File: src/rtl/demux_16x1_collector.sv
// demux_16x1_collector
//   Receiving end of the 16x1 serial mux path. An internal lane index walks
//   0..15 in lockstep with the mux, and each accepted bit is demuxed into the
//   matching shadow lane. The 16th bit completes the frame. That frame is
//   published on o_out with a level-valid / ack handshake. A sticky overrun
//   flag records any frame that was overwritten before it was acknowledged.
//
// Ports
//   i_clk          clock, rising edge
//   i_rst          asynchronous, active-high reset
//   i_in           serial data bit (mux output)
//   i_in_valid     i_in is accepted on this edge
//   i_clear        synchronous frame abort (index + shadow only)
//   i_frame_ack    consumer has taken o_out
//   o_sel[3:0]     lane the next accepted bit lands in
//   o_out[15:0]    last completed frame, bit i = bit accepted at sel=i
//   o_frame_valid  o_out holds an unacknowledged frame
//   o_overrun      sticky: a frame completed over an unacknowledged one
//   o_busy         partial frame in progress (sel != 0)

// One shadow lane: a single bit written when its demux line is selected.
module demux_16x1_collector_lane (
  input  logic i_clk,
  input  logic i_rst,
  input  logic i_clr,
  input  logic i_we,
  input  logic i_d,
  output logic o_q
);
  logic r_q;

  // Clear beats write. Frame completion and abort both wipe the whole shadow.
  always_ff @(posedge i_clk or posedge i_rst) begin
    if (i_rst)      r_q <= 1'b0;
    else if (i_clr) r_q <= 1'b0;
    else if (i_we)  r_q <= i_d;
  end

  assign o_q = r_q;
endmodule

module demux_16x1_collector (
  input  logic        i_clk,
  input  logic        i_rst,
  input  logic        i_in,
  input  logic        i_in_valid,
  input  logic        i_clear,
  input  logic        i_frame_ack,
  output logic [3:0]  o_sel,
  output logic [15:0] o_out,
  output logic        o_frame_valid,
  output logic        o_overrun,
  output logic        o_busy
);
  localparam int NUM_LANES = 16;
  localparam int SEL_W     = 4;
  localparam logic [SEL_W-1:0] LAST_SEL = SEL_W'(NUM_LANES - 1);

  logic [SEL_W-1:0]     r_sel;
  logic [NUM_LANES-1:0] r_out;
  logic                 r_frame_valid;
  logic                 r_overrun;

  logic                 w_accept;
  logic                 w_complete;
  logic                 w_shadow_clr;
  logic [NUM_LANES-2:0] w_lane_we;
  logic [NUM_LANES-2:0] w_shadow;

  // Clear drops any same-edge in_valid.
  assign w_accept     = i_in_valid & ~i_clear;
  assign w_complete   = w_accept & (r_sel == LAST_SEL);
  assign w_shadow_clr = i_clear | w_complete;

  // The last lane has no shadow bit. Its data goes straight into o_out on
  // the completing edge, so only NUM_LANES-1 lanes are stored.
  for (genvar gi = 0; gi < NUM_LANES - 1; gi++) begin : g_lane
    // 1-to-16 demux of the registered index.
    assign w_lane_we[gi] = w_accept & (r_sel == SEL_W'(gi));

    demux_16x1_collector_lane u_lane (
      .i_clk (i_clk),
      .i_rst (i_rst),
      .i_clr (w_shadow_clr),
      .i_we  (w_lane_we[gi]),
      .i_d   (i_in),
      .o_q   (w_shadow[gi])
    );
  end

  // Lane index. It wraps 15 -> 0 naturally on the completing bit.
  always_ff @(posedge i_clk or posedge i_rst) begin
    if (i_rst)         r_sel <= '0;
    else if (i_clear)  r_sel <= '0;
    else if (w_accept) r_sel <= r_sel + 1'b1;
  end

  // Frame publish and handshake. Completion wins over a same-edge ack, so
  // the new frame stays valid. An ack alone drops valid.
  always_ff @(posedge i_clk or posedge i_rst) begin
    if (i_rst) begin
      r_out         <= '0;
      r_frame_valid <= 1'b0;
      r_overrun     <= 1'b0;
    end else begin
      if (w_complete) begin
        r_out         <= {i_in, w_shadow};
        r_frame_valid <= 1'b1;
        if (r_frame_valid && !i_frame_ack) r_overrun <= 1'b1;
      end else if (i_frame_ack) begin
        r_frame_valid <= 1'b0;
      end
    end
  end

  assign o_sel         = r_sel;
  assign o_out         = r_out;
  assign o_frame_valid = r_frame_valid;
  assign o_overrun     = r_overrun;
  assign o_busy        = (r_sel != '0);
endmodule

File: config.mk
export PLATFORM = sky130hd
export DESIGN_NAME = demux_16x1_collector
export DESIGN_NICKNAME = d
export VERILOG_FILES = /design/src/rtl/demux_16x1_collector.sv
export SDC_FILE = /design/constraint.sdc
export NUM_CORES = 1
export LEC_CHECK = 0
export BUFFER_PORTS_ARGS = -buffer_cell sky130_fd_sc_hd__buf_4
export CAP_MARGIN = 30
export CELL_PAD_IN_SITES_DETAIL_PLACEMENT = 1
export CELL_PAD_IN_SITES_GLOBAL_PLACEMENT = 1
export CORE_MARGIN = 3
export CORE_UTILIZATION = 46
export CTS_BUF_LIST = sky130_fd_sc_hd__clkbuf_4 sky130_fd_sc_hd__clkbuf_8
export CTS_CLUSTER_DIAMETER = 200
export DETAILED_ROUTE_END_ITERATION = 10
export PLACE_DENSITY = 0.81
export SLEW_MARGIN = 10
export SYNTH_ARGS = -nofsm -noshare
export SYNTH_HDL_FRONTEND = slang
export SYNTH_SLANG_ARGS = --single-unit
File: constraint.sdc
create_clock -name i_clk -period 2.47 [get_ports i_clk]
set_clock_uncertainty 0.2 [all_clocks]
set_input_delay 0.494 -clock i_clk [delete_from_list [all_inputs] [get_ports i_clk]]
set_output_delay 0.494 -clock i_clk [all_outputs]
set_load 0.01 [all_outputs]
==> run_results.csv <==
group,metric,value,unit
clocking,path_clk_slew,0.07,ns
timing,finalHoldViolCount,0,
final_layout,drive_above_1_share,0.337,
logic_synthesis,synth-compound-area-share,0.0250,
timing,setup_viol,0,
clocking,post-cts-setup-buffers,0,
global_route,grt_pass1_wl,6.29,mm
timing,maxSlewHeadroom,0.682,
timing,maxClockFrequency,466,MHz
setup_path,start_kind,"flop",
timing,min_period,2.14,ns
die,core_area,3490,µm²
detailed_routing,drt-total-wl,3.73,mm
global_route,grt_max_degree,38,
detailed_routing,viasPerCell,5.29,
placement,io_buffers,28,
clocking,cts_resized,0,
timing,finalCritPeriodShare,0.868,
detailed_routing,postRouteAntennaNets,0,
hold_path,min_path_type,"primary input to async pin",
die,dieWidth,67.7,µm
clocking,hold_buffers,0,
setup_path,critPathMaxStageDelay,0.55,ns
detailed_routing,via_count,1154,
global_route,overflow,0,
placement,hpwl,2.54,mm
power,power_density,547,nW/µm²
clocking,cts_sinks,37,
final_layout,final-seq-area,926,µm²
setup_path,cp_max_fo,13,
power,p_leak,0.00111,µW
logic_synthesis,avgSynthCellArea,12.4,µm²
logic_synthesis,synth_top_area_frac,0.529,
die,die_height,67.7,µm
final_layout,multi_input_comb_area,748,µm²
timing,whs,0.113,ns
logic_synthesis,synth_area,1750,µm²
setup_path,crit_chain,"nor2_1 > nand2_1 > buf_4",
clocking,numCtsBuffers,5,
logic_synthesis,ys_seq_area_frac,0.529,
setup_path,path_class,"flop to output pin",
clocking,cts_tree,"done",
global_route,grt_pass1_vias,1227,
clocking,clk_path_buf_depth,2,
final_layout,nFillCells,357,
final_layout,utilization,0.595,
logic_synthesis,synth_fa_ha_area_frac,0.0286,
detailed_routing,firstDrtPassIters,4,
setup_path,cp_top_family,"flip-flops",
placement,place_congestion,0.733,
setup_path,end_kind,"output pin",
global_route,antenna_found_initial,0,
logic_synthesis,synth.area.mux_share,0.198,
logic_synthesis,synth.area.top_cells,"dfrtp_1, mux2i_1, mux2_4",
logic_synthesis,synth_simple_gate_area_frac,0.161,
detailed_routing,drt_iter0_markers,33,
timing,worst_slew_pin_slew,0.477,ns
setup_path,cp_slowest_cell,"dfrtp_1",
status,status,"complete, no violations",
clocking,clkLatencyLatePin,0.29,ns
clocking,cts-root-buf,"clkbuf_8",
setup_path,crit_buf_inv,1,
logic_synthesis,ys_seq_elements,37,
setup_path,arrival,1.45,ns
logic_synthesis,yosys.area.top_type,"dfrtp_1",
timing,fin_setup_tns,0,ns
die,fp-row-count,21,
logic_synthesis,synth_xor_area_frac,0.0150,
logic_synthesis,yosys_warnings,0,
clocking,h-tree-depth,2,
final_layout,antennaDiodeCount,0,
global_route,track_usage,0.194,
detailed_routing,wl_per_cell,17.1,µm
final_layout,syn_to_final_growth,18.9,%
die,num_io_pins,29,
die,die_area,4580,µm²
detailed_routing,post-route-drc-count,0,
logic_synthesis,ys_types,28,
power,irDropWorstVdd,0.000322,V
logic_synthesis,synth_fp_nets,151,
timing,rsz0062_at_grt,"false",
job,drv_cap,0,
logic_synthesis,syn-instance-count,141,
timing,slew_violations,0,
die,initial_core_util,0.501,
setup_path,rrSetupSlack,0.42,ns
final_layout,nets,182,
setup_path,critPathRequiredTime,1.78,ns
logic_synthesis,synth_top_family_by_area,"multiplexers",
-- worst register-to-register path: stages (launching register included) --
cell     delay, ns
dfrtp_1       0.47
ha_1          0.31
nand3_1       0.13
nor3b_2       0.25
buf_4         0.22
mux2_2        0.36
-- synthesized netlist by cell type --
master and instances:
nor3b_2 1, nand2_1 12, a21oi_1 1, inv_1 4
xnor2_1 1, dfrtp_1 37, nor2_1 6, a31o_2 1
a21o_1 1, and3b_1 3, ha_1 4, xor2_1 2
buf_6 1, buf_2 3, nor2b_1 3, clkbuf_1 3
mux2_4 7, nand3_1 6, buf_12 1, o21ai_0 1
mux2_2 9, nand4_1 2, o41ai_1 1, nand4b_1 1
a21o_2 1, clkinv_1 1, nand3b_1 14, mux2i_1 14
-- registers in the layout, summed over array words and instances, names as in the netlist --
signal,flops
o_sel,4
g_lane.u_lane.o_q,15
o_out,16
o_overrun,1
o_frame_valid,1
-- metal layers --
| metal | track usage | vias to the layer above | routed length, µm |
|---|---|---|---|
| met3 | 0.0349 | 7 | 158 |
| li1 | - | 545 | - |
| met1 | 0.247 | 578 | 1650 |
| met5 | 0 | - | 0 |
| met4 | 0.0987 | 0 | 66 |
| met2 | 0.313 | 24 | 1850 |
-- report_power, final --
group / switching [µW] / total [µW] / leakage, µW / internal, µW
Clock: 205 / 438 / 0.0000477 / 232
Combinational: 46.6 / 79.1 / 0.000543 / 32.5
Sequential: 9.36 / 622 / 0.000514 / 613
-- stage by stage --
stage               worst slack, ns  cells  power, µW  cell area, µm²
finish                        0.326    218       1140            2080
global route                  0.237    218       1180            2080
CTS                           0.301    218       1150            2080
detailed placement            0.449    211        714            1990
global placement              0.579    211        709            1990
floorplan                     0.546    141        679            1750
-- cells in the final DEF, fill, tap and decap left out, drive strengths merged --
cell / Yosys / routed
nor2: 6 / 6
a31o: 1 / 1
ha: 4 / 4
nand3: 6 / 6
o21ai: 1 / 1
nand3b: 14 / 14
clkbuf: 3 / 7
a21oi: 1 / 1
dfrtp: 37 / 37
mux2i: 14 / 14
nand4: 2 / 2
xor2: 2 / 2
and3b: 3 / 3
xnor2: 1 / 1
o41ai: 1 / 1
a21o: 2 / 2
buf: 5 / 32
mux2: 16 / 16
nand4b: 1 / 1
clkinv: 1 / 1
nand2: 12 / 12
nor2b: 3 / 3
inv: 4 / 4
nor3b: 1 / 1
-- kinds of logic after synthesis --
kind of cell | count (synthesis)
AO/OA/AOI/OAI | 6
XOR/XNOR | 3
adder cells (fa/ha/maj) | 4
buffers and inverters | 13
flip-flops | 37
multiplexers | 30
AND/OR/NAND/NOR | 48
-- final cells by class --
class,count,share of cell area
inverters,5,0.00902
well taps,46,0.0277
flip-flops and latches,37,0.445
multi-input cells,91,0.360
repair buffers,32,0.115
clock buffers,7,0.0433
-- final timing paths --
| path | start | endpoint | cells after the start |
|---|---|---|---|
| min | i_rst | o_out[0] | 3 |
| max | o_sel[3] | o_busy | 3 |
| min reg2reg | o_overrun | o_overrun | 1 |
| max reg2reg | o_sel[0] | o_out[14] | 5 |
| min in group i_clk | o_overrun | o_overrun | 1 |
| max in group asynchronous | i_rst | o_out[4] | 3 |
(Power assumes the default switching activity.)
